<file path="config.mk">
export PLATFORM = sky130hd
export DESIGN_NAME = multicycle_ctrl_flat
export DESIGN_NICKNAME = d
export VERILOG_FILES = /design/src/rtl/multicycle_ctrl_pkg.sv /design/src/rtl/multicycle_ctrl_if.sv /design/src/rtl/multicycle_ctrl_decode.sv /design/src/rtl/multicycle_ctrl.sv /design/src/flat_wrapper.sv
export SDC_FILE = /design/constraint.sdc
export NUM_CORES = 1
export LEC_CHECK = 0
export ABC_AREA = 1
export CORE_ASPECT_RATIO = 1.25
export CORE_UTILIZATION = 50
export CTS_BUF_LIST = sky130_fd_sc_hd__clkbuf_16
export DETAILED_ROUTE_END_ITERATION = 8
export GPL_TIMING_DRIVEN = 0
export HOLD_SLACK_MARGIN = 0.06
export PLACE_DENSITY = 0.88
export SYNTH_ARGS = -nofsm -noshare
export SYNTH_HDL_FRONTEND = slang
export SYNTH_HIERARCHICAL = 1
export SYNTH_SLANG_ARGS = --single-unit
</file>
<file path="constraint.sdc">
create_clock -name clk_i -period 1.9 [get_ports clk_i]
set_clock_uncertainty 0.2 [all_clocks]
set_input_delay 0.38 -clock clk_i [delete_from_list [all_inputs] [get_ports clk_i]]
set_output_delay 0.38 -clock clk_i [all_outputs]
set_load 0.05 [all_outputs]
</file>
<file path="src/rtl/multicycle_ctrl_pkg.sv">
// Shared types for the multicycle MIPS control unit:
// state encoding, opcodes, ALU classes, mux selects, control word.
package mips_ctrl_pkg;

    typedef enum logic [3:0] {
        S_FETCH    = 4'd0,
        S_DECODE   = 4'd1,
        S_EXEC_R   = 4'd2,
        S_WB_R     = 4'd3,
        S_EXEC_I   = 4'd4,
        S_WB_I     = 4'd5,
        S_MEM_ADDR = 4'd6,
        S_MEM_RD   = 4'd7,
        S_WB_MEM   = 4'd8,
        S_MEM_WR   = 4'd9,
        S_BRANCH   = 4'd10,
        S_JUMP     = 4'd11,
        S_TRAP     = 4'd12
    } state_e;

    localparam logic [5:0] OP_RTYPE = 6'h00;
    localparam logic [5:0] OP_ADDI  = 6'h08;
    localparam logic [5:0] OP_SLTI  = 6'h0a;
    localparam logic [5:0] OP_LW    = 6'h23;
    localparam logic [5:0] OP_SW    = 6'h2b;
    localparam logic [5:0] OP_BEQ   = 6'h04;
    localparam logic [5:0] OP_J     = 6'h02;

    localparam logic [2:0] ALU_RTYPE = 3'b000;
    localparam logic [2:0] ALU_ADDI  = 3'b001;
    localparam logic [2:0] ALU_ADD   = 3'b010;
    localparam logic [2:0] ALU_SW    = 3'b011;
    localparam logic [2:0] ALU_SLTI  = 3'b100;
    localparam logic [2:0] ALU_BEQ   = 3'b101;

    localparam logic [1:0] SRCB_RT      = 2'd0;
    localparam logic [1:0] SRCB_FOUR    = 2'd1;
    localparam logic [1:0] SRCB_IMM     = 2'd2;
    localparam logic [1:0] SRCB_IMM_SH2 = 2'd3;

    localparam logic [1:0] PCSRC_ALU    = 2'd0;
    localparam logic [1:0] PCSRC_ALUOUT = 2'd1;
    localparam logic [1:0] PCSRC_JUMP   = 2'd2;

    typedef struct packed {
        logic       pc_write;
        logic       pc_write_cond;
        logic       iord;
        logic       mem_read;
        logic       mem_write;
        logic       ir_write;
        logic       mem_to_reg;
        logic       reg_dst;
        logic       reg_write;
        logic       alu_src_a;
        logic [1:0] alu_src_b;
        logic [2:0] alu_op;
        logic [1:0] pc_source;
    } ctrl_t;

endpackage

</file>
<file path="src/rtl/multicycle_ctrl_if.sv">
// Opcode/memory-handshake inputs and control-word outputs of the
// multicycle controller. master = controller, slave = datapath side.
interface multicycle_ctrl_if #(
    parameter int OPCODE_W = 6,
    parameter int ALU_OP_W = 3,
    parameter int CNT_W    = 32
);
    logic [OPCODE_W-1:0] instr_op_i;
    logic                mem_ready_i;
    logic                PCWrite_o;
    logic                PCWriteCond_o;
    logic                IorD_o;
    logic                MemRead_o;
    logic                MemWrite_o;
    logic                IRWrite_o;
    logic                MemtoReg_o;
    logic                RegDst_o;
    logic                RegWrite_o;
    logic                ALUSrcA_o;
    logic [1:0]          ALUSrcB_o;
    logic [ALU_OP_W-1:0] ALU_op_o;
    logic [1:0]          PCSource_o;
    logic                illegal_o;
    logic [3:0]          state_o;
    logic [CNT_W-1:0]    retired_o;

    modport master (
        input  instr_op_i, mem_ready_i,
        output PCWrite_o, PCWriteCond_o, IorD_o,
        output MemRead_o, MemWrite_o, IRWrite_o,
        output MemtoReg_o, RegDst_o, RegWrite_o,
        output ALUSrcA_o, ALUSrcB_o, ALU_op_o,
        output PCSource_o, illegal_o, state_o,
        output retired_o
    );

    modport slave (
        output instr_op_i, mem_ready_i,
        input  PCWrite_o, PCWriteCond_o, IorD_o,
        input  MemRead_o, MemWrite_o, IRWrite_o,
        input  MemtoReg_o, RegDst_o, RegWrite_o,
        input  ALUSrcA_o, ALUSrcB_o, ALU_op_o,
        input  PCSource_o, illegal_o, state_o,
        input  retired_o
    );
endinterface

</file>
<file path="src/rtl/multicycle_ctrl_decode.sv">
// Moore output map: state -> raw control word (no ready/reset gating).
// Ports: state_i current state, slti_i IR holds slti, ctrl_o word.
module ctrl_out_decode
    import mips_ctrl_pkg::*;
(
    input  state_e state_i,
    input  logic   slti_i,
    output ctrl_t  ctrl_o
);

    always_comb begin
        ctrl_o = '0;
        unique case (state_i)
            S_FETCH: begin
                ctrl_o.mem_read  = 1'b1;
                ctrl_o.ir_write  = 1'b1;
                ctrl_o.pc_write  = 1'b1;
                ctrl_o.alu_src_b = SRCB_FOUR;
                ctrl_o.alu_op    = ALU_ADD;
            end
            S_DECODE: begin
                ctrl_o.alu_src_b = SRCB_IMM_SH2;
                ctrl_o.alu_op    = ALU_ADD;
            end
            S_EXEC_R: begin
                ctrl_o.alu_src_a = 1'b1;
                ctrl_o.alu_src_b = SRCB_RT;
                ctrl_o.alu_op    = ALU_RTYPE;
            end
            S_WB_R: begin
                ctrl_o.reg_dst   = 1'b1;
                ctrl_o.reg_write = 1'b1;
            end
            S_EXEC_I: begin
                ctrl_o.alu_src_a = 1'b1;
                ctrl_o.alu_src_b = SRCB_IMM;
                ctrl_o.alu_op    = slti_i ? ALU_SLTI : ALU_ADDI;
            end
            S_WB_I: begin
                ctrl_o.reg_write = 1'b1;
            end
            S_MEM_ADDR: begin
                ctrl_o.alu_src_a = 1'b1;
                ctrl_o.alu_src_b = SRCB_IMM;
                ctrl_o.alu_op    = ALU_ADD;
            end
            S_MEM_RD: begin
                ctrl_o.mem_read = 1'b1;
                ctrl_o.iord     = 1'b1;
            end
            S_WB_MEM: begin
                ctrl_o.reg_write  = 1'b1;
                ctrl_o.mem_to_reg = 1'b1;
            end
            S_MEM_WR: begin
                ctrl_o.mem_write = 1'b1;
                ctrl_o.iord      = 1'b1;
            end
            S_BRANCH: begin
                ctrl_o.alu_src_a     = 1'b1;
                ctrl_o.alu_src_b     = SRCB_RT;
                ctrl_o.alu_op        = ALU_BEQ;
                ctrl_o.pc_write_cond = 1'b1;
                ctrl_o.pc_source     = PCSRC_ALUOUT;
            end
            S_JUMP: begin
                ctrl_o.pc_write  = 1'b1;
                ctrl_o.pc_source = PCSRC_JUMP;
            end
            S_TRAP:  ctrl_o = '0;
            default: ctrl_o = '0;
        endcase
    end

endmodule

</file>
<file path="src/rtl/multicycle_ctrl.sv">
// Multicycle MIPS sequencer: next-state FSM, memory-ready gating,
// retired counter, sticky trap. Ports: clk_i, rst_i, bus (master).
module multicycle_ctrl
    import mips_ctrl_pkg::*;
#(
    parameter int OPCODE_W    = 6,
    parameter int ALU_OP_W    = 3,
    parameter int CNT_W       = 32,
    parameter int ENABLE_JUMP = 1
) (
    input  logic              clk_i,
    input  logic              rst_i,
    multicycle_ctrl_if.master bus
);

    state_e           state_q, state_d;
    logic [CNT_W-1:0] retired_q, retired_d;
    logic             illegal_q, illegal_d;

    logic [OPCODE_W-1:0] op;
    logic op_r, op_imm, op_mem, op_beq;
    logic op_j, op_lw, op_slti, jump_ok;
    logic ready;
    logic retire;
    ctrl_t ctrl;

    assign op      = bus.instr_op_i;
    assign ready   = bus.mem_ready_i;
    assign op_slti = op == OPCODE_W'(OP_SLTI);
    assign op_lw   = op == OPCODE_W'(OP_LW);
    assign op_r    = op == OPCODE_W'(OP_RTYPE);
    assign op_imm  = op_slti || op == OPCODE_W'(OP_ADDI);
    assign op_mem  = op_lw || op == OPCODE_W'(OP_SW);
    assign op_beq  = op == OPCODE_W'(OP_BEQ);
    assign op_j    = op == OPCODE_W'(OP_J);
    assign jump_ok = op_j && (ENABLE_JUMP != 0);

    always_comb begin
        state_d = state_q;
        retire  = 1'b0;
        unique case (state_q)
            S_FETCH: begin
                if (ready) state_d = S_DECODE;
            end
            S_DECODE: begin
                unique case (1'b1)
                    op_r:    state_d = S_EXEC_R;
                    op_imm:  state_d = S_EXEC_I;
                    op_mem:  state_d = S_MEM_ADDR;
                    op_beq:  state_d = S_BRANCH;
                    jump_ok: state_d = S_JUMP;
                    default: state_d = S_TRAP;
                endcase
            end
            S_EXEC_R: state_d = S_WB_R;
            S_EXEC_I: state_d = S_WB_I;
            S_MEM_ADDR: begin
                state_d = op_lw ? S_MEM_RD : S_MEM_WR;
            end
            S_MEM_RD: begin
                if (ready) state_d = S_WB_MEM;
            end
            S_MEM_WR: begin
                if (ready) begin
                    state_d = S_FETCH;
                    retire  = 1'b1;
                end
            end
            S_WB_R, S_WB_I, S_WB_MEM,
            S_BRANCH, S_JUMP: begin
                state_d = S_FETCH;
                retire  = 1'b1;
            end
            S_TRAP:  state_d = S_TRAP;
            default: state_d = S_TRAP;
        endcase
    end

    always_comb begin
        retired_d = retired_q;
        if (retire) retired_d = retired_q + CNT_W'(1);
        illegal_d = illegal_q | (state_d == S_TRAP);
    end

    always_ff @(posedge clk_i) begin
        if (rst_i) begin
            state_q   <= S_FETCH;
            retired_q <= '0;
            illegal_q <= 1'b0;
        end else begin
            state_q   <= state_d;
            retired_q <= retired_d;
            illegal_q <= illegal_d;
        end
    end

    ctrl_out_decode u_dec (
        .state_i (state_q),
        .slti_i  (op_slti),
        .ctrl_o  (ctrl)
    );

    // IR/PC load in FETCH only once the fetch completes;
    // reset suppresses every write and request.
    logic run, fetch_ok;
    assign run      = !rst_i;
    assign fetch_ok = (state_q != S_FETCH) || ready;

    assign bus.PCWrite_o     = run && ctrl.pc_write && fetch_ok;
    assign bus.IRWrite_o     = run && ctrl.ir_write && fetch_ok;
    assign bus.PCWriteCond_o = run && ctrl.pc_write_cond;
    assign bus.MemRead_o     = run && ctrl.mem_read;
    assign bus.MemWrite_o    = run && ctrl.mem_write;
    assign bus.RegWrite_o    = run && ctrl.reg_write;
    assign bus.IorD_o        = ctrl.iord;
    assign bus.MemtoReg_o    = ctrl.mem_to_reg;
    assign bus.RegDst_o      = ctrl.reg_dst;
    assign bus.ALUSrcA_o     = ctrl.alu_src_a;
    assign bus.ALUSrcB_o     = ctrl.alu_src_b;
    assign bus.ALU_op_o      = ALU_OP_W'(ctrl.alu_op);
    assign bus.PCSource_o    = ctrl.pc_source;
    assign bus.illegal_o     = illegal_q;
    assign bus.state_o       = state_q;
    assign bus.retired_o     = retired_q;

endmodule

</file>
<file path="src/flat_wrapper.sv">
// flat-port wrapper written by rule: the top's interface ports become plain ports
module multicycle_ctrl_flat import mips_ctrl_pkg::*;
#(
    parameter int OPCODE_W    = 6,
    parameter int ALU_OP_W    = 3,
    parameter int CNT_W       = 32,
    parameter int ENABLE_JUMP = 1
)
  (clk_i, rst_i, bus_instr_op_i, bus_mem_ready_i, bus_PCWrite_o, bus_PCWriteCond_o, bus_IorD_o, bus_MemRead_o, bus_MemWrite_o, bus_IRWrite_o, bus_MemtoReg_o, bus_RegDst_o, bus_RegWrite_o, bus_ALUSrcA_o, bus_ALUSrcB_o, bus_ALU_op_o, bus_PCSource_o, bus_illegal_o, bus_state_o, bus_retired_o);
  multicycle_ctrl_if #(.OPCODE_W(OPCODE_W), .ALU_OP_W(ALU_OP_W), .CNT_W(CNT_W)) bus_i ();
  input  logic clk_i;
  input  logic rst_i;
  input wire logic [$bits(bus_i.instr_op_i)-1:0] bus_instr_op_i;
  input wire logic [$bits(bus_i.mem_ready_i)-1:0] bus_mem_ready_i;
  output wire logic [$bits(bus_i.PCWrite_o)-1:0] bus_PCWrite_o;
  output wire logic [$bits(bus_i.PCWriteCond_o)-1:0] bus_PCWriteCond_o;
  output wire logic [$bits(bus_i.IorD_o)-1:0] bus_IorD_o;
  output wire logic [$bits(bus_i.MemRead_o)-1:0] bus_MemRead_o;
  output wire logic [$bits(bus_i.MemWrite_o)-1:0] bus_MemWrite_o;
  output wire logic [$bits(bus_i.IRWrite_o)-1:0] bus_IRWrite_o;
  output wire logic [$bits(bus_i.MemtoReg_o)-1:0] bus_MemtoReg_o;
  output wire logic [$bits(bus_i.RegDst_o)-1:0] bus_RegDst_o;
  output wire logic [$bits(bus_i.RegWrite_o)-1:0] bus_RegWrite_o;
  output wire logic [$bits(bus_i.ALUSrcA_o)-1:0] bus_ALUSrcA_o;
  output wire logic [$bits(bus_i.ALUSrcB_o)-1:0] bus_ALUSrcB_o;
  output wire logic [$bits(bus_i.ALU_op_o)-1:0] bus_ALU_op_o;
  output wire logic [$bits(bus_i.PCSource_o)-1:0] bus_PCSource_o;
  output wire logic [$bits(bus_i.illegal_o)-1:0] bus_illegal_o;
  output wire logic [$bits(bus_i.state_o)-1:0] bus_state_o;
  output wire logic [$bits(bus_i.retired_o)-1:0] bus_retired_o;
  assign bus_i.instr_op_i = bus_instr_op_i;
  assign bus_i.mem_ready_i = bus_mem_ready_i;
  assign bus_PCWrite_o = bus_i.PCWrite_o;
  assign bus_PCWriteCond_o = bus_i.PCWriteCond_o;
  assign bus_IorD_o = bus_i.IorD_o;
  assign bus_MemRead_o = bus_i.MemRead_o;
  assign bus_MemWrite_o = bus_i.MemWrite_o;
  assign bus_IRWrite_o = bus_i.IRWrite_o;
  assign bus_MemtoReg_o = bus_i.MemtoReg_o;
  assign bus_RegDst_o = bus_i.RegDst_o;
  assign bus_RegWrite_o = bus_i.RegWrite_o;
  assign bus_ALUSrcA_o = bus_i.ALUSrcA_o;
  assign bus_ALUSrcB_o = bus_i.ALUSrcB_o;
  assign bus_ALU_op_o = bus_i.ALU_op_o;
  assign bus_PCSource_o = bus_i.PCSource_o;
  assign bus_illegal_o = bus_i.illegal_o;
  assign bus_state_o = bus_i.state_o;
  assign bus_retired_o = bus_i.retired_o;
  multicycle_ctrl #(.OPCODE_W(OPCODE_W), .ALU_OP_W(ALU_OP_W), .CNT_W(CNT_W), .ENABLE_JUMP(ENABLE_JUMP)) u_core (.clk_i(clk_i), .rst_i(rst_i), .bus(bus_i));
endmodule
</file>
# --- Word-level counts from Yosys, hierarchy flattened ---
# Cells that the tools add are included.
totals:
  regBits: 37
  in_bits: 9
  out_inout_bits: 54
  word_cells: 65
classes:
  addsub: 1
  n_eq_ne: 18
  n_mux: 21
  n_bitwise: 1
  reduce_logical: 21
op_table:
  columns: ["cell", "n"]
  rows:
  - ["adder 32 x 1 -> 32 bit (second input constant)", 1]
  - ["one-hot mux 4 bit (8 select lines)", 1]
  - ["one-hot mux 5 bit (5 select lines)", 1]
  - ["== test 4 bit (second input constant)", 5]
  - ["one-hot mux 4 bit (5 select lines)", 1]
  - ["== test 4 x 3 -> 1 bit (second input constant)", 4]
  - ["two-way mux 4 bit", 4]
  - ["== test 6 x 4 -> 1 bit (second input constant)", 2]
  - ["== test 6 bit (second input constant)", 2]
  - ["two-way mux 1 bit", 11]
  - ["== test 4 x 2 -> 1 bit (second input constant)", 2]
  - ["logical AND 1 bit", 8]
  - ["== test 6 x 2 -> 1 bit (second input constant)", 1]
  - ["== test 6 x 3 -> 1 bit (second input constant)", 1]
  - ["zero test 6 bit", 1]
  - ["OR reduction 2 bit", 3]
  - ["OR reduction 5 bit", 1]
  - ["== test 4 x 1 -> 1 bit (second input constant)", 1]
  - ["zero test 4 bit", 1]
  - ["one-hot mux 2 bit (2 select lines)", 1]
  - ["nonzero test 4 bit", 1]
  - ["OR reduction 4 bit", 1]
  - ["logical OR 1 bit", 3]
  - ["two-way mux 3 bit", 1]
  - ["other kinds (4)", 4]

# --- Logic depth before layout (Yosys ltp) ---
logic_depth:
  ltp_word: 6
  ltp_mapped: 10
  mapped_depth_nobuf: 10

# --- By module ---
# Netlist, hierarchy kept.
modules_own_cells:
  columns: ["mod", "n_inst", "cells_each", "area_per_inst_um2", "seq_area_each_um2"]
  rows:
  - ["multicycle_ctrl", 1, 436, 2561.2, 740.7]
  - ["ctrl_out_decode", 1, 44, 197.7, 0.0]

# --- Worst setup path before layout ---
# Ideal clock, no wire load.
synth_timing:
  kind: "register -> output"
  start: "register u_core.state_q[1], in the netlist u_core/bus.state_o[1]"
  end: "output port bus_PCWriteCond_o"
  arrival_ns: 2.337
  required_time_ns: 1.320
  slack_ns: -1.017
  stages_incl_launch_ff: 8
  path_buffers: 1
  path_cell_list: "dfxtp_1 > inv_1 > nor2_2 > nand2_1 > inv_1 > buf_4 > inv_1 > nor2_1"
synth_rtl:
  columns: ["element", "line", "text"]
  rows:
  - ["from (decl)", "multicycle_ctrl.sv:16", "state_e state_q, state_d;"]
  - ["from (signal assigned)", "multicycle_ctrl.sv:91", "state_q <= state_d;"]
  - ["to (decl)", "flat_wrapper.sv:16", "output wire logic [$bits(bus_i.PCWriteCond_o)-1:0] bus_PCWriteCond_o;"]

==> out/summary.log <==
[global_route] number of global-route vias before repair 3235
[place] placed cell count 603
[logic_synthesis] library cell occupying the most area in the post-synthesis netlist dfxtp_1
[worst_setup_path] largest incremental delay on the critical path 0.38 ns
[final_layout] P&R area growth vs syn 47.12%
[min_path] endpoint with the worst hold slack u_core/bus.retired_o[21]
[final_layout] final std cells w/o fill 637
[sta] Final Slew Violations 0
[worst_setup_path] required time at the worst-slack endpoint 1.32 ns
[drt] first drt pass iteration count 5
[floorplan] Chip Height 85.05 um
[logic_synthesis] count of cell types in the netlist 29
[logic_synthesis] total nets after synthesis 490
[final_layout] leading cell type in the layout, fill and taps excluded nand2_1
[clocking] clock tree from TritonCTS done
[clocking] Clk pin slew, worst setup/hold paths 0.06 ns
[worst_setup_path] reg-to-reg critical path endpoint u_core/bus.retired_o[14]
[global_route] initial antenna violation count 0
[final_layout] share of final-layout standard cells stronger than drive strength 1 24.35%
[logic_synthesis] top-area cell type share of the netlist area 26.85%
[logic_synthesis] number of warning messages in the yosys log 6
[clocking] number of buffers created by CTS 5
[power] pwr/cell area 683.2 mW/mm2
[logic_synthesis] post-synthesis area per instance 5.748 um2
[clocking] Clock Sink Count 37
[sta] setup repair after global routing missed its margin yes
[final_layout] final-stage net count 584
[drt] routed via count 3584
[logic_synthesis] Cells after Synth 480
[final_layout] number of inserted filler cells in the final layout 365
[min_path] hold path cells 2
[drt] total wirelength of the detailed-routed design 9.897 mm
[worst_setup_path] critical path's top delay family simple AND/OR/NAND/NOR gates
[run_status] result of the run finished, violations left
[floorplan] boundary pin count 63
[worst_setup_path] critical path, cell by cell buf_6, nor2_4, nand2_2, nand2_1, inv_2, nor2_4, buf_6
[worst_setup_path] WP buf/inv 3
[sta] Worst Slack Setup Final -0.1379 ns
[clocking] quantity of hold-fixing buffers added after cts 0
[power] Peak supply drop 0.5576 mV
[sta] number of endpoints with negative hold slack in the final report 0
[sta] number of failing setup endpoints in the final timing report 35
[sta] shortest period the worst path allows 2.038 ns
[drt] drt drc 0
[drt] Via-to-Cell Ratio 5.626
[worst_setup_path] worst-case reg-to-reg path depth 10
[global_route] first-pass GRT wire length 14.42 mm
[global_route] Total Routing Usage GR 32.39%
[worst_setup_path] Reg2Reg Setup Slack -0.06 ns
[drt] Routed WL per cell 15.54 um
[final_layout] # diodes 0
[place] Post-DP HPWL 5.923 mm
[drt] count of antenna-violating nets left after detailed routing 0
[sta] Worst slew margin 58.83%
[worst_setup_path] CP max-delay cell dfxtp_4
[sta] transition time at the pin with the least slew margin 0.6176 ns
[power] Static Leak 1.807 nW
[sta] final clock period utilization by the worst path 107.3%
[logic_synthesis] post-synthesis register bit count 37
[clocking] clock latency on the worst-skew pair 0.28 ns
[floorplan] Placeable Area 0.005189 mm2
[floorplan] floorplan die area 0.005821 mm2
[logic_synthesis] post-synthesis instance area 0.002759 mm2
[min_path] class of the tightest hold or removal check primary input to register
[clocking] Max Buffers Root-to-Sink 2
[worst_setup_path] data arrival time of the critical path 1.46 ns
[drt] violation count after the first detailed-routing iteration 310
[place] count of port buffers added during placement 61
[global_route] overall overflow remaining after global route 0
[sta] fmax 490.7 MHz
[logic_synthesis] fraction of the yosys area taken by sequential cells 26.85%
[global_route] maximum number of pins on one net before global-route repair 13
[worst_setup_path] worst r2r src u_core/bus.state_o[1]
[floorplan] effective utilization at floorplan 53.17%
[floorplan] die width 68.44 um
[run_status] violated checks setup timing
[floorplan] row cnt 29
[final_layout] highest-count cells in the layout ignoring fill and taps 172 x nand2_1, 67 x nor2_1, 42 x inv_1, 38 x dlygate4sd2_1, 30 x a21oi_1
[worst_setup_path] worst setup path category register to output port
[clocking] deepest level of the CTS H-tree 2
[min_path] hold path startpoint rst_i
[flow_run] max-capacitance violation count 0
[place] routability cong. 0.9878
[worst_setup_path] Crit. End Element output port
[logic_synthesis] top area cells in the synthesized netlist dfxtp_1 27%, nand2_1 24%, nor2_1 11%
[clocking] root buf cell clkbuf_16
[power] Final Power 2.773 mW
[worst_setup_path] launching element type of the critical path register
[worst_setup_path] CP Max Fanout 6
## power breakdown
group	switching (mW)	internal, mW
combinational	0.559	0.293
sequential	0.0477	0.798
clock	0.325	0.749
total	0.932	1.84
## metrics by stage
stage               util [%]  setup slack (ns)  area [um2]  hold slack [ns]  TNS, ns
finish                 78.23           -0.1379        4059           0.2337   -1.336
global route           78.23           -0.1946        4059           0.2840   -3.446
CTS                    74.49           -0.1299        3865           0.2299  -0.2886
detailed placement     67.76            -1.061        3516           0.2495   -9.632
global placement       67.76            -1.026        3516           0.2404   -9.064
floorplan                  -           -0.1210        2828           0.3579  -0.1868
## sequential cells by signal (all words and copies together) (netlist names)
register              cells
u_core/bus.illegal_o      1
u_core/bus.state_o        4
u_core/bus.retired_o     32
## kinds of logic after synthesis
kind of cell,Yosys count,share of synthesized area (%)
buffers and inverters,64,9.660
AOI/OAI and AO/OA,46,8.798
xor gates and xnor gates,9,2.857
adders and majority gates,1,0.4534
and+or+nand+nor,323,51.38
DFF,37,26.85
## routing by layer
metal  vias up  routed length, um  track usage, %
met4         0                448           18.18
met3        49                852           5.914
li1       1679                  -               -
met1      1616               3575           36.01
met2       240               5021           55.70
met5         -                  0               0
## what timing repair did
item | CTS | global route
pin swaps | 11 | 11
setup endpoints to repair | 56 | 48
gates resized for setup | 193 | 42
setup buffers | 18 | 9
## worst max path at each step
stage | from | end | cells past startpoint
final | u_core/bus.state_o[3] | bus_MemRead_o | 7
after global routing | u_core/bus.state_o[1] | bus_MemRead_o | 6
after CTS | u_core/bus.state_o[1] | bus_PCWriteCond_o | 8
after detailed placement | bus_instr_op_i[5] | bus_ALU_op_o[2] | 7
after global placement | bus_instr_op_i[5] | bus_ALU_op_o[2] | 7
after floorplan | u_core/bus.state_o[3] | bus_PCWriteCond_o | 7
## cell usage after synthesis, drive strengths merged
cell / n
a21oi: 31
and3: 1
buf: 6
clkbuf: 4
dfxtp: 37
ha: 1
inv: 54
nand2: 184
nand3: 21
nand3b: 13
nand4: 5
nor2: 95
nor3: 3
nor3b: 1
o211ai: 1
o21ai: 13
o21bai: 1
xnor2: 3
xor2: 6
## cell type report
class | instances | area (um2) | area share [%]
buffer | 10 | 76.32 | 1.880
clock buffer | 5 | 125.1 | 3.083
clock inverter | 3 | 65.06 | 1.603
inverter | 54 | 214.0 | 5.271
multi-input combinational | 379 | 1931 | 47.56
sequential | 37 | 764.5 | 18.83
tap | 62 | 77.57 | 1.911
timing repair buffer | 87 | 805.8 | 19.85
(Power assumes the default switching activity.)
==> patch 1 (same flow settings) <==
`CNT_W` is set to 32 in 3 places; all go to 24.
--- a/src/rtl/multicycle_ctrl_if.sv
+++ b/src/rtl/multicycle_ctrl_if.sv
@@ -3,7 +3,7 @@
 interface multicycle_ctrl_if #(
     parameter int OPCODE_W = 6,
     parameter int ALU_OP_W = 3,
-    parameter int CNT_W    = 32
+    parameter int CNT_W    = 24
 );
     logic [OPCODE_W-1:0] instr_op_i;
     logic                mem_ready_i;
--- a/src/rtl/multicycle_ctrl.sv
+++ b/src/rtl/multicycle_ctrl.sv
@@ -5,7 +5,7 @@
 #(
     parameter int OPCODE_W    = 6,
     parameter int ALU_OP_W    = 3,
-    parameter int CNT_W       = 32,
+    parameter int CNT_W       = 24,
     parameter int ENABLE_JUMP = 1
 ) (
     input  logic              clk_i,
--- a/src/flat_wrapper.sv
+++ b/src/flat_wrapper.sv
@@ -3,7 +3,7 @@
 #(
     parameter int OPCODE_W    = 6,
     parameter int ALU_OP_W    = 3,
-    parameter int CNT_W       = 32,
+    parameter int CNT_W       = 24,
     parameter int ENABLE_JUMP = 1
 )
   (clk_i, rst_i, bus_instr_op_i, bus_mem_ready_i, bus_PCWrite_o, bus_PCWriteCond_o, bus_IorD_o, bus_MemRead_o, bus_MemWrite_o, bus_IRWrite_o, bus_MemtoReg_o, bus_RegDst_o, bus_RegWrite_o, bus_ALUSrcA_o, bus_ALUSrcB_o, bus_ALU_op_o, bus_PCSource_o, bus_illegal_o, bus_state_o, bus_retired_o);
Interface: changed (resized bus_retired_o); port bits go from 63 to 55. No check against the original RTL was run, so the function may have changed too.
==> patch 1 against the original RTL <==
The flow still finishes with violations (negative setup slack); sequential cell count fell by 8; synthesized cell count fell by 23%; cell area fell by 18%; hold slack improved by 0.022 ns; count of clock-buffer cells in the layout did not move; register-to-register slack got worse by 0.18 ns; synthesized area fell by 23%; routed wire length fell by 16%; total power fell by 21%; worst setup slack got worse by 0.11 ns; non-clock buffer count fell by 6; highest routed layer unchanged.
==> patch 1: results (changes against the original RTL) <==
outcome:
  outcome: "complete, but fails checks"  # unchanged
  violations: "negative setup slack"  # unchanged
power:
  leakagePower_nw: 1.58  # was 1.81 nW
  p_sw_frac: 0.369  # was 0.336
placement:
  place.gp.congestion: 0.888  # was 0.988
  dp_hpwl_mm: 4.44  # was 5.92 mm
  placed_cells: 480  # was 603
  port_buffers: 54  # was 61
synthesis:
  synth_nets: 380  # was 490
  ys_types: 33  # was 29
  synth_commonest_cells: "nand2_1, nor2_1, inv_1"  # unchanged
  synth-seq-area-share: 0.272  # was 0.268
  ys_top_cells_by_area: "dfxtp_1, nand2_1, nor2_1"  # unchanged
critical_path:
  crit_slowest_cell: "dfxtp_4"  # unchanged
  cp_max_fo: 8  # was 6
  r2r_cells: 12  # was 10
  arrival_ns: 2.15  # was 1.46 ns
detailed_routing:
  wl_mm: 8.30  # was 9.90 mm
  drtIter0Drc: 336  # was 310
  wl_met1_mm: 2.80  # was 3.58 mm
  dr_wl_met2_mm: 4.14  # was 5.02 mm
  num_vias: 3013  # was 3,584
  wl_met3_um: 653  # was 852 um
clock_tree:
  ctsResizeCount: 189  # was 193
  cts_root_buf: "clkbuf_16"  # unchanged
  post-cts-setup-buffers: 22  # was 18
hold_path:
  min_to: "u_core/bus.illegal_o$_SDFF_PP0_"  # was u_core/bus.retired_o[21]$_SDFFE_PP0P_
  holdCritPathClass: "flip-flop to flip-flop"  # was input pin to flip-flop
global_route:
  grt_pass1_vias: 2628  # was 3,235
  grt_util_met1: 0.321  # was 0.360
  grt_usage: 0.323  # was 0.324
  grt_start_max_net_pins: 11  # was 13
  grt_pass1_wl_mm: 11.1  # was 14.4 mm
  use_met3: 0.0550  # was 0.0591
timing:
  fin_ws_ns: -0.244  # was -0.138 ns
  finalSetupTns_ns: -1.59  # was -1.34 ns
  setup_viol: 26  # was 35
  hold_ws_ns: 0.256  # was 0.234 ns
layout:
  layout.nets: 471  # was 584
  post_route_cells_drive_above_1_share: 0.303  # was 0.243
  fillers: 266  # was 365
  stdcell_count: 518  # was 637
  largest_reg_flops: 24  # was 32
[patch 1: cell count changes in the layout (fill, tap and decap cells not counted), moves of 5 or more]
cell,before,now
dlygate4sd2_1,38,32
nor2_4,16,11
a21oi_1,30,19
nor2_1,67,48
dfxtp_1,28,20
inv_1,42,33
nor2_2,12,6
nand3b_1,13,5
nand2_1,172,115
[patch 1: through the flow]
step | instance area, sq um | total power [mW] | util | setup slack [ns]
floorplan | 2200 | 1.09 | - | -0.128
global placement | 2810 | 1.26 | 0.686 | -1.05
detailed placement | 2810 | 1.27 | 0.686 | -1.09
CTS | 3130 | 2.05 | 0.763 | -0.0484
global route | 3310 | 2.26 | 0.808 | -0.371
finish | 3310 | 2.18 | 0.808 | -0.244
[patch 1: cells by family after synthesis]
logic type,count (synthesis),share of synthesized area
AND/OR/NAND/NOR,236,0.479
buffers and inverters,59,0.117
flip-flops,29,0.272
AO/OA/AOI/OAI,41,0.111
XOR/XNOR,4,0.0164
adder cells (fa/ha/maj),1,0.00586
[patch 1: area by class of cell]
| class | count | area share |
|---|---|---|
| Buffer | 6 | 0.0204 |
| Clock inverter | 3 | 0.00378 |
| Tap cell | 56 | 0.0211 |
| Clock buffer | 5 | 0.0378 |
| Timing Repair Buffer | 85 | 0.224 |
| Sequential cell | 29 | 0.182 |
| Multi-Input combinational cell | 282 | 0.446 |
| Inverter | 52 | 0.0653 |
[patch 1: power groups by stage]
stage | sequential [mW] | clock [mW] | combinational, mW
after global routing | 0.673 | 0.780 | 0.810
final | 0.670 | 0.734 | 0.775
after detailed placement | 0.682 | 0 | 0.586
after floorplan | 0.734 | 0 | 0.357
after global placement | 0.682 | 0 | 0.579
after CTS | 0.669 | 0.738 | 0.644
==> patch 2 (same flow settings) <==
Without the edit above. Make the reset (`rst_i`) asynchronous in one clocked block.
--- a/src/rtl/multicycle_ctrl.sv
+++ b/src/rtl/multicycle_ctrl.sv
@@ -82,7 +82,7 @@
         illegal_d = illegal_q | (state_d == S_TRAP);
     end
 
-    always_ff @(posedge clk_i) begin
+    always_ff @(posedge clk_i or posedge rst_i) begin
         if (rst_i) begin
             state_q   <= S_FETCH;
             retired_q <= '0;
Formal check against the unedited RTL: differs if rst_i is asserted again (counterexample within 4 cycles, from zero or initial values and one cycle with rst_i high); with rst_i held inactive, the same outputs for 10 cycles.
==> patch 2 against the original RTL <==
Global-route usage shrank 2.1 points; sequential cell count is the same; cell area up 2.3%; synthesized area up 1.3%; routed wire length shrank 8.5%; the flow still finishes with violations (negative setup slack); worst setup slack got worse by 0.064 ns; highest routed layer unchanged.
Power is not compared: it rests on default switching activity, and its combinational part moved more than twofold at a synthesized area within 25%.
==> patch 2: results (changes against the original RTL) <==
placement:
  port_buffers: 62  # was 61
  dp_hpwl_mm: 5.74  # was 5.92 mm
  dp_slack_ns: -1.84  # was -1.06 ns
  place.gp.congestion: 0.951  # was 0.988
  placed_cells: 562  # was 603
outcome:
  violations: "negative setup slack"  # unchanged
  outcome: "complete, but fails checks"  # unchanged
timing:
  worstMarginPinSlew_ns: 0.914  # was 0.618 ns
  finalSetupTns_ns: -3.57  # was -1.34 ns
  fin_ws_ns: -0.202  # was -0.138 ns
  setup_viol: 36  # was 35
detailed_routing:
  drtPass1Iterations: 6  # was 5
  vias_per_cell: 5.41  # was 5.63
  wl_mm: 9.06  # was 9.90 mm
  drtIter0Drc: 242  # was 310
  num_vias: 3243  # was 3,584
synthesis:
  yosys.area_share.xor_xnor: 0.0528  # was 0.0286
  synth_compound_area_frac: 0.0202  # was 0.0880
  synth-seq-area-share: 0.331  # was 0.268
  synthAdderAreaFrac: 0.00448  # was 0.00454
  synthArstFlopShare: 1.00  # was 0
  ys_types: 25  # was 29
  synth_ff_type: "dfrtp_1"  # was dfxtp_1
  ys_top_cells_by_area: "dfrtp_1, nand2_1, nor2_1"  # was dfxtp_1, nand2_1, nor2_1
  synth_area_per_cell_sq_um: 6.41  # was 5.75 sq um
  synth_commonest_cells: "nand2_1, nor2_1, inv_1"  # unchanged
  synth_nets: 446  # was 490
critical_path:
  reg2reg_to: "u_core/bus.retired_o[22]$_DFFE_PP0P_"  # was u_core/bus.retired_o[14]$_SDFFE_PP0P_
  crit_start: "u_core/bus.state_o[1]$_DFF_PP0_"  # was u_core/bus.state_o[3]$_SDFF_PP0_
  cp_max_fo: 8  # was 6
  crit_slowest_cell: "dfrtp_4"  # was dfxtp_4
  r2r_setup_slack_ns: -0.18  # was -0.06 ns
  cp_top_family: "flip-flops"  # was simple AND/OR/NAND/NOR gates
  crit_end: "bus_RegWrite_o"  # was bus_MemRead_o
  critical-path-max-stage-delay_ns: 0.55  # was 0.38 ns
clock_tree:
  ctsResizeCount: 173  # was 193
power:
  p_sw_frac: 0.204
  vdd_drop_max_v: 0.000420
  leakagePower_nw: 2.14
layout:
  post_route_cells_drive_above_1_share: 0.292  # was 0.243
  layout.nets: 544  # was 584
hold_path:
  holdCritPathClass: "input pin to asynchronous set/reset pin"  # was input pin to flip-flop
global_route:
  grt_start_max_net_pins: 20  # was 13
  grt_pass1_vias: 3017  # was 3,235
  grt_pass1_wl_mm: 13.4  # was 14.4 mm
==> patch 2: cell count changes after synthesis, sizes merged, moves of 4 or more <==
cell | before | now
nor2 | 95 | 86
nand2 | 184 | 189
clkbuf | 4 | 0
dfrtp | 0 | 37
o21ai | 13 | 8
xnor2 | 3 | 9
dfxtp | 37 | 0
a21oi | 31 | 1
==> patch 2: layout make-up <==
| cell class | count | area (sq um) |
|---|---|---|
| multi-input cells | 342 | 1850 |
| fillers | 403 | 1250 |
| flip-flops and latches | 37 | 938 |
| repair buffers | 89 | 840 |
| inverters | 52 | 215 |
| clock buffers | 5 | 125 |
| well taps | 64 | 80.1 |
| plain buffers | 5 | 61.3 |
| clock inverters | 3 | 37.5 |
| repair inverters | 2 | 10.0 |
==> patch 2: routing by layer <==
metal	routed length (um)	GRT usage
met1	3350	0.334
met2	4790	0.544
met3	502	0.0559
met4	416	0.130
met5	0	0
